File: src/rtl/arb_rsp_router_if.sv
// Bundles the arbitrated request path, downstream port and response fan-out of arb_rsp_router.
// The slave modport is the router's view; the master modport is the surrounding fabric's view.
interface arb_rsp_router_if #(
    parameter int unsigned NumIn    = 4,
    parameter int unsigned ReqWidth = 32,
    parameter int unsigned RspWidth = 32,
    parameter int unsigned MaxTrans = 4
);
    localparam int unsigned IdxWidth = $clog2(NumIn);
    localparam int unsigned CntWidth = $clog2(MaxTrans + 1);

    logic                req_i;
    logic                gnt_o;
    logic [ReqWidth-1:0] data_i;
    logic [IdxWidth-1:0] idx_i;
    logic                req_o;
    logic                gnt_i;
    logic [ReqWidth-1:0] data_o;
    logic                rsp_valid_i;
    logic                rsp_ready_o;
    logic [RspWidth-1:0] rsp_data_i;
    logic [NumIn-1:0]    rsp_valid_o;
    logic [NumIn-1:0]    rsp_ready_i;
    logic [RspWidth-1:0] rsp_data_o;
    logic [CntWidth-1:0] outstanding_o;
    logic                busy_o;

    modport slave (
        input  req_i, data_i, idx_i, gnt_i, rsp_valid_i, rsp_data_i, rsp_ready_i,
        output gnt_o, req_o, data_o, rsp_ready_o, rsp_valid_o, rsp_data_o,
               outstanding_o, busy_o
    );

    modport master (
        output req_i, data_i, idx_i, gnt_i, rsp_valid_i, rsp_data_i, rsp_ready_i,
        input  gnt_o, req_o, data_o, rsp_ready_o, rsp_valid_o, rsp_data_o,
               outstanding_o, busy_o
    );
endinterface

File: src/rtl/arb_rsp_router.sv
// Tracks arbitrated requests in an in-order index FIFO and routes each response back to its issuer.
// Latency: request 0 cycles (1 with ARB_RSP_ROUTER_SPILL_EN defined), response 0 cycles.
// Backpressure: full FIFO drops gnt_o; response ready follows the head issuer's ready, low when empty.
module arb_rsp_router #(
    parameter int unsigned NumIn    = 4,
    parameter int unsigned ReqWidth = 32,
    parameter int unsigned RspWidth = 32,
    parameter int unsigned MaxTrans = 4
) (
    input  logic clk_i,
    input  logic rst_ni,
    input  logic flush_i,
    arb_rsp_router_if.slave bus
);
    localparam int unsigned IdxWidth = $clog2(NumIn);
    localparam int unsigned CntWidth = $clog2(MaxTrans + 1);
    localparam int unsigned PtrWidth = (MaxTrans > 1) ? $clog2(MaxTrans) : 1;
    localparam logic [PtrWidth-1:0] PtrLast = PtrWidth'(MaxTrans - 1);
    localparam logic [CntWidth-1:0] CntFull = CntWidth'(MaxTrans);

    logic [IdxWidth-1:0] idx_mem [MaxTrans];
    logic [PtrWidth-1:0] rd_ptr;
    logic [PtrWidth-1:0] wr_ptr;
    logic [CntWidth-1:0] cnt;
    logic                full;
    logic                empty;
    logic                push;
    logic                pop;
    logic [IdxWidth-1:0] head;
    logic [ReqWidth-1:0] req_dat;
    logic [RspWidth-1:0] rsp_dat;

    // Explicit wrap so non-power-of-two depths never walk past the last entry.
    function automatic logic [PtrWidth-1:0] ptr_next(input logic [PtrWidth-1:0] p);
        return (p == PtrLast) ? '0 : p + PtrWidth'(1);
    endfunction

    assign full  = (cnt == CntFull);
    assign empty = (cnt == '0);
    assign head  = idx_mem[rd_ptr];
    assign push  = bus.req_i & bus.gnt_o;
    assign pop   = bus.rsp_valid_i & bus.rsp_ready_o;

`ifdef ARB_RSP_ROUTER_SPILL_EN
    logic spill_vld;

    // Full is taken from the registered count only, so no rsp_* path reaches gnt_o.
    assign bus.gnt_o  = ~full & (~spill_vld | bus.gnt_i);
    assign bus.req_o  = spill_vld;
    assign bus.data_o = req_dat;

    always_ff @(posedge clk_i or negedge rst_ni) begin
        if (!rst_ni) begin
            spill_vld <= 1'b0;
            req_dat   <= '0;
        end else if (flush_i) begin
            spill_vld <= 1'b0;
        end else if (push) begin
            spill_vld <= 1'b1;
            req_dat   <= bus.data_i;
        end else if (bus.gnt_i) begin
            spill_vld <= 1'b0;
        end
    end
`else
    assign req_dat    = bus.data_i;
    assign bus.gnt_o  = bus.gnt_i & ~full;
    assign bus.req_o  = bus.req_i & ~full;
    assign bus.data_o = req_dat;
`endif

    always_comb begin
        bus.rsp_valid_o = '0;
        if (bus.rsp_valid_i && !empty) begin
            bus.rsp_valid_o[head] = 1'b1;
        end
    end

    assign bus.rsp_ready_o   = bus.rsp_ready_i[head] & ~empty;
    assign rsp_dat           = bus.rsp_data_i;
    assign bus.rsp_data_o    = rsp_dat;
    assign bus.outstanding_o = cnt;
    assign bus.busy_o        = ~empty;

    always_ff @(posedge clk_i or negedge rst_ni) begin
        if (!rst_ni) begin
            rd_ptr <= '0;
            wr_ptr <= '0;
            cnt    <= '0;
        end else if (flush_i) begin
            rd_ptr <= '0;
            wr_ptr <= '0;
            cnt    <= '0;
        end else begin
            if (push) begin
                wr_ptr <= ptr_next(wr_ptr);
            end
            if (pop) begin
                rd_ptr <= ptr_next(rd_ptr);
            end
            if (push && !pop) begin
                cnt <= cnt + CntWidth'(1);
            end else if (pop && !push) begin
                cnt <= cnt - CntWidth'(1);
            end
        end
    end

    // Index storage needs no reset: entries are only read once the count covers them.
    always_ff @(posedge clk_i) begin
        if (push) begin
            idx_mem[wr_ptr] <= bus.idx_i;
        end
    end

    a_no_rsp_when_empty : assert property (
        @(posedge clk_i) disable iff (!rst_ni) !(bus.rsp_valid_i && empty)
    ) else $error("response arrived with no outstanding transaction");
endmodule

File: src/flat_wrapper.sv
// flat-port wrapper written by rule: the top's interface ports become plain ports
module arb_rsp_router_flat 
#(
    parameter int unsigned NumIn    = 4,
    parameter int unsigned ReqWidth = 32,
    parameter int unsigned RspWidth = 32,
    parameter int unsigned MaxTrans = 4
)
  (clk_i, rst_ni, flush_i, bus_req_i, bus_data_i, bus_idx_i, bus_gnt_i, bus_rsp_valid_i, bus_rsp_data_i, bus_rsp_ready_i, bus_gnt_o, bus_req_o, bus_data_o, bus_rsp_ready_o, bus_rsp_valid_o, bus_rsp_data_o, bus_outstanding_o, bus_busy_o);
  arb_rsp_router_if #(.NumIn(NumIn), .ReqWidth(ReqWidth), .RspWidth(RspWidth), .MaxTrans(MaxTrans)) bus_i ();
  input  logic clk_i;
  input  logic rst_ni;
  input  logic flush_i;
  input wire logic [$bits(bus_i.req_i)-1:0] bus_req_i;
  input wire logic [$bits(bus_i.data_i)-1:0] bus_data_i;
  input wire logic [$bits(bus_i.idx_i)-1:0] bus_idx_i;
  input wire logic [$bits(bus_i.gnt_i)-1:0] bus_gnt_i;
  input wire logic [$bits(bus_i.rsp_valid_i)-1:0] bus_rsp_valid_i;
  input wire logic [$bits(bus_i.rsp_data_i)-1:0] bus_rsp_data_i;
  input wire logic [$bits(bus_i.rsp_ready_i)-1:0] bus_rsp_ready_i;
  output wire logic [$bits(bus_i.gnt_o)-1:0] bus_gnt_o;
  output wire logic [$bits(bus_i.req_o)-1:0] bus_req_o;
  output wire logic [$bits(bus_i.data_o)-1:0] bus_data_o;
  output wire logic [$bits(bus_i.rsp_ready_o)-1:0] bus_rsp_ready_o;
  output wire logic [$bits(bus_i.rsp_valid_o)-1:0] bus_rsp_valid_o;
  output wire logic [$bits(bus_i.rsp_data_o)-1:0] bus_rsp_data_o;
  output wire logic [$bits(bus_i.outstanding_o)-1:0] bus_outstanding_o;
  output wire logic [$bits(bus_i.busy_o)-1:0] bus_busy_o;
  assign bus_i.req_i = bus_req_i;
  assign bus_i.data_i = bus_data_i;
  assign bus_i.idx_i = bus_idx_i;
  assign bus_i.gnt_i = bus_gnt_i;
  assign bus_i.rsp_valid_i = bus_rsp_valid_i;
  assign bus_i.rsp_data_i = bus_rsp_data_i;
  assign bus_i.rsp_ready_i = bus_rsp_ready_i;
  assign bus_gnt_o = bus_i.gnt_o;
  assign bus_req_o = bus_i.req_o;
  assign bus_data_o = bus_i.data_o;
  assign bus_rsp_ready_o = bus_i.rsp_ready_o;
  assign bus_rsp_valid_o = bus_i.rsp_valid_o;
  assign bus_rsp_data_o = bus_i.rsp_data_o;
  assign bus_outstanding_o = bus_i.outstanding_o;
  assign bus_busy_o = bus_i.busy_o;
  arb_rsp_router #(.NumIn(NumIn), .ReqWidth(ReqWidth), .RspWidth(RspWidth), .MaxTrans(MaxTrans)) u_core (.clk_i(clk_i), .rst_ni(rst_ni), .flush_i(flush_i), .bus(bus_i));
endmodule
File: config.mk
export PLATFORM = sky130hd
export DESIGN_NAME = arb_rsp_router_flat
export DESIGN_NICKNAME = d
export VERILOG_FILES = /design/src/rtl/arb_rsp_router_if.sv /design/src/rtl/arb_rsp_router.sv /design/src/flat_wrapper.sv
export SDC_FILE = /design/constraint.sdc
export NUM_CORES = 1
export LEC_CHECK = 0
export ABC_AREA = 1
export CAP_MARGIN = 20
export CORE_UTILIZATION = 31
export DETAILED_ROUTE_END_ITERATION = 8
export PLACE_DENSITY_LB_ADDON = 0.25
export SYNTH_ARGS = -nofsm -noshare
export SYNTH_HDL_FRONTEND = slang
export SYNTH_SLANG_ARGS = --single-unit
File: constraint.sdc
create_clock -name clk_i -period 4.4 [get_ports clk_i]
set_clock_uncertainty 0.2 [all_clocks]
set_input_delay 0.66 -clock clk_i [delete_from_list [all_inputs] [get_ports clk_i]]
set_output_delay 0.66 -clock clk_i [all_outputs]
set_load 0.005 [all_outputs]
Yosys cells after proc, flatten, opt, wreduce, memory -nomap -nowiden
Memories as Yosys holds them, arrays and structs flattened.
Index checks and enable logic that the tools add are counted.
{"block": "totals", "inputBits": 76, "ff_bits": 7, "ram_bits": 8, "n_memories": 1, "wordCells": 47}
{"block": "classes", "mux": 16, "add_sub_neg": 4, "bitwise": 7, "reduce_logical": 11, "n_eq_ne": 3, "order_cmp": 2}
{"memory": "u_core.idx_mem", "words": 4, "word_bits": 2, "read_ports": 1, "rd_clocked_by_memory_dff": 0, "wr": 1, "line_no": "arb_rsp_router.sv:21", "text": "logic [IdxWidth-1:0] idx_mem [MaxTrans];"}
{"cell": "$mux 2", "n": 6}
{"cell": "$mux 3", "n": 3}
{"cell": "$and 1x1->1", "n": 5}
{"cell": "$add 2x1->2 const B", "n": 2}
{"cell": "$eq 2x2->1 const B", "n": 2}
{"cell": "$logic_and 1x1->1", "n": 4}
{"cell": "$mux 1", "n": 4}
{"cell": "$mux 4", "n": 1}
{"cell": "$reduce_bool 2->1", "n": 2}
{"cell": "$add 3x1->3 const B", "n": 1}
{"cell": "$eq 3x3->1 const B", "n": 1}
{"cell": "$logic_not 1->1", "n": 3}
{"cell": "$logic_not 3->1", "n": 1}
{"cell": "$lt 2x3->1 const B", "n": 1}
{"cell": "$reduce_bool 3->1", "n": 1}
{"cell": "$sub 3x1->3 const B", "n": 1}
{"cell": "$bmux 1 s2", "n": 1}
{"cell": "$demux 1 s2", "n": 1}
{"cell": "$ge 2x1->1 const B", "n": 1}
{"cell": "$not 1->1", "n": 2}

Logic depth before layout (Yosys ltp)
{"block": "logic_depth", "word_depth": 9, "depth_mapped": 17, "depth_no_buf": 16}

Worst setup path after synthesis
No wires, ideal clock.
{"block": "synth_path", "path_kind": "register to register", "start": "register u_core.rd_ptr[0]", "end": "register u_core.cnt[2] (netlist: u_core.bus.outstanding_o[2])", "slack_ns": 2.188, "n_path_buf": 1, "path_stages_with_launch": 18, "t_required_ns": 4.082, "synth_period_minus_slack_ns": 2.212, "arrival_time_ns": 1.894, "path_cell_list": "dfrtp_1 -> buf_6 -> inv_4 -> nand2_2 -> nand3_2 -> nand2_4 -> nand2_1 -> nand2_1 -> nand2_1 -> nand4_1 -> nand2_2 -> inv_1 -> fa_1 -> xnor2_1 -> inv_1 -> nand2_1 -> nand3_1 -> nand2_1"}
{"block": "synth_via", "elab_chain_len": 9, "elab_cells_between_ends": 11, "cone_classes": "mux: 4; bitwise: 2; reduce/logical: 4; memory: 1"}
{"element": "start, declared", "line_no": "arb_rsp_router.sv:22", "text": "logic [PtrWidth-1:0] rd_ptr;"}
{"element": "start signal, assigned", "line_no": "arb_rsp_router.sv:99", "text": "rd_ptr <= ptr_next(rd_ptr);"}
{"element": "$mem_v2 4x2 *"}
{"element": "$bmux 1 s2 *", "line_no": "arb_rsp_router.sv:79", "text": "assign bus.rsp_ready_o = bus.rsp_ready_i[head] & ~empty;"}
{"element": "$mux 1 (implied by the code) *", "line_no": "arb_rsp_router.sv:79"}
{"element": "$and 1x1->1 *", "line_no": "arb_rsp_router.sv:79"}
{"element": "$and 1x1->1 *", "line_no": "arb_rsp_router.sv:42", "text": "assign pop = bus.rsp_valid_i & bus.rsp_ready_o;"}
{"element": "$logic_not 1->1", "line_no": "arb_rsp_router.sv:101", "text": "if (push && !pop) begin"}
{"element": "$logic_and 1x1->1", "line_no": "arb_rsp_router.sv:101"}
{"element": "$mux 3", "line_no": "arb_rsp_router.sv:101"}
{"element": "$mux 3", "line_no": "arb_rsp_router.sv:90", "text": "end else if (flush_i) begin"}
{"element": "end signal, assigned", "line_no": "arb_rsp_router.sv:102", "text": "cnt <= cnt + CntWidth'(1);"}
{"element": "end signal, assigned", "line_no": "arb_rsp_router.sv:104", "text": "cnt <= cnt - CntWidth'(1);"}
{"element": "end, declared", "line_no": "arb_rsp_router.sv:24", "text": "logic [CntWidth-1:0] cnt;"}
Every way passes the cells marked *; elsewhere a longest branch is shown, timed or not. The select of a mux whose other input is x is not followed.
A chain may end at the register's enable or synchronous reset.

Worst setup path in the final report
{"block": "layout_path", "start": "input port bus_rsp_valid_i", "end": "output port bus_rsp_valid_o[2]"}
{"block": "layout_via", "elab_chain_len": 2}
{"element": "start, declared", "line_no": "flat_wrapper.sv:18", "text": "input wire logic [$bits(bus_i.rsp_valid_i)-1:0] bus_rsp_valid_i;"}
{"element": "$logic_and 1x1->1", "line_no": "arb_rsp_router.sv:74", "text": "if (bus.rsp_valid_i && !empty) begin"}
{"element": "$mux 4", "line_no": "arb_rsp_router.sv:74"}
{"element": "end, declared", "line_no": "flat_wrapper.sv:25", "text": "output wire logic [$bits(bus_i.rsp_valid_o)-1:0] bus_rsp_valid_o;"}
Every way passes these cells.

==> results.ini <==
[critical_path]
critPathLaunchType = input port
cp_num_buf_inv = 2
cp-end-kind = primary output
path_cells = clkdlybuf4s50_1 -> nand2_1 -> nor3_1 -> clkdlybuf4s50_1
cp_top_family = buffers and inverters
critPathMaxFanout = 4
critical-path-slowest-cell = clkdlybuf4s50_1
path_common_cell = clkdlybuf4s50_1
cp.required_ns = 3.54
path_class = in -> out
cpPeakStageDelay_ns = 0.57
cp.arrival_ns = 2.15

[power_and_ir_drop]
leakage_uw = 0.000606
ir_drop_mv = 0.162
powerDensity_nw_per_um2 = 461

[timing]
setup_ws_ns = 1.39
slew_headroom_pct = 75.4
fin_crit_sh_pct = 68.4
rsz0062_at_grt = false
tightest_slew_ns = 0.368
hold_violations = 0
drv_slew = 0
fmax_mhz = 332
setup_viol = 0
setup-tns-final_ns = 0
min_period_ns = 3.01

[clocking]
cts_root_buffer = clkbuf_8
cts.clk_slew.worst_paths_ns = 0.06
post-cts-setup-buffers = 0
clkSinkCount = 15
clockBufferDepth = 2
ctsResizeCount = 0
clkLatencyLatePin_ns = 0.24
numCtsBuffers = 3
cts_tree = yes
hold_buffers = 0
cts.htree.levels = 1

[final_layout]
fillerInstances = 471
area_growth_pct = -10.8
diodes = 0
layout_common_cells = 30 x nand2_1, 23 x inv_1, 22 x clkdlybuf4s50_1
stdcell_area_um2 = 1340
layout-drive-gt1-share_pct = 12.4
layout_commonest_cell = nand2_1
nNetsFinal = 235

[floorplan]
die_h_um = 71.5
fp.dieW_um = 71.5
core_area_um2 = 4500
pin_count = 151
dieArea_um2 = 5110
start_util_pct = 33.2
rows = 24

[grt]
grt_pass1_vias = 1011
grt.overflow.total = 0
grt_pass1_wl_um = 4730
grt_max_degree = 11
antenna_found_initial = 0
grt_util_all_layers_pct = 11.9

[route]
drt_iter0_markers = 29
drt-vias-per-instance = 4.62
drc = 0
drtAntennaViolNets = 0
dr.pass1.iters = 4
routed_wl_um = 3080
via_count = 947
wl_per_cell_um = 15.0

[outcome]
status = finished, final reports clean

[yosys]
yosysSeqAreaShare_pct = 27.7
ys_warn_count = 0
netlist_instances = 192
syn_avg_cell_area_um2 = 7.80
synth.distinct_cells = 24
synth_nets = 273
syn_area_um2 = 1500
ys_seq_elements = 15

[placement]
gp_congestion = 0.759
place_area_um2 = 1290
io_buffers = 22
hpwlAfterDp_um = 2650
dpl_worst_slack_ns = 1.36

[hold_path]
hold_path.class = reg -> reg

[run]
cap_violations = 0

==> power breakdown <==
part	internal, µW	switching [µW]
clock network	64.0	46.3
logic	142	171
registers	168	24.1
total	374	242
==> metal layers <==
| metal | track usage (%) | vias to the layer above | share of wire (%) |
|---|---|---|---|
| li1 | - | 456 | - |
| met1 | 10.2 | 406 | 31 |
| met2 | 23.2 | 69 | 54 |
| met3 | 4.08 | 16 | 9.9 |
| met4 | 7.63 | 0 | 4.6 |
| met5 | 0 | - | 0 |
==> through the flow <==
stage	power (µW)	hold WS, ns	cells	util [%]
3_3_place_gp	502	0.375	201	28.7
2_1_floorplan	436	0.164	192	-
6_report	616	0.374	205	29.7
3_5_place_dp	511	0.366	201	28.7
4_1_cts	624	0.385	205	29.7
5_1_grt	664	0.433	205	29.7
==> cell families (layout without fill, tap and decap cells) <==
kind of cell,Yosys count,in the layout,synth area share (%)
and+or+nand+nor,76,76,25.9
DFF,15,15,27.7
AOI/OAI and AO/OA,5,5,1.84
buffers and inverters,90,51,39.3
xor gates and xnor gates,1,1,0.585
adders and majority gates,5,5,4.68
==> sequential cells by signal (all words and copies together), names as in the netlist <==
signal and cells:
u_core.idx_mem 8, u_core.rd_ptr 2, u_core.wr_ptr 2, u_core.bus.outstanding_o 3
==> cell usage after synthesis <==
master	instances	area, µm²
fa_1	1	20.0
buf_6	1	11.3
nand2_4	1	11.3
ha_1	4	50.1
o21ai_0	1	5.00
a21oi_1	2	10.0
nor3_1	6	30.0
nand4_1	4	25.0
dfrtp_1	7	175
o21ai_1	1	5.00
a211oi_1	1	7.51
xnor2_1	1	8.76
inv_4	1	6.26
nand2_1	30	113
nand3_2	4	40.0
nor2_4	1	11.3
nand3_1	11	55.1
inv_1	23	86.3
buf_4	64	480
nor2_1	11	41.3
inv_2	1	3.75
nand3_4	1	17.5
edfxtp_1	8	240
nand2_2	7	43.8
==> layout make-up <==
cell class	count	area [µm²]	share of cell area, %
repair buffers	22	220	16.5
well taps	52	65.1	4.87
multi-input cells	87	494	37.0
clock buffers	4	45.0	3.37
flip-flops and latches	15	415	31.1
inverters	25	96.3	7.21
==> worst min-delay path, stage by stage, from the launching register on <==
cell	delay (ns)
dfrtp_1	0.38
nand4_1	0.10
nand2_1	0.06
==> path summary, 6_finish.rpt <==
path,cells after the start,slack [ns],endpoint,startpoint
min,2,0.37,u_core.bus.outstanding_o[0],u_core.bus.outstanding_o[0]
min in group asynchronous,1,0.50,u_core.wr_ptr[1],rst_ni
max,4,1.39,bus_rsp_valid_o[2],bus_rsp_valid_i
max reg2reg,15,1.90,u_core.bus.outstanding_o[2],u_core.rd_ptr[0]
max in group asynchronous,1,3.24,u_core.rd_ptr[0],rst_ni
min reg2reg,2,0.37,u_core.bus.outstanding_o[0],u_core.bus.outstanding_o[0]
No activity file was read; power rests on OpenSTA's default activity.
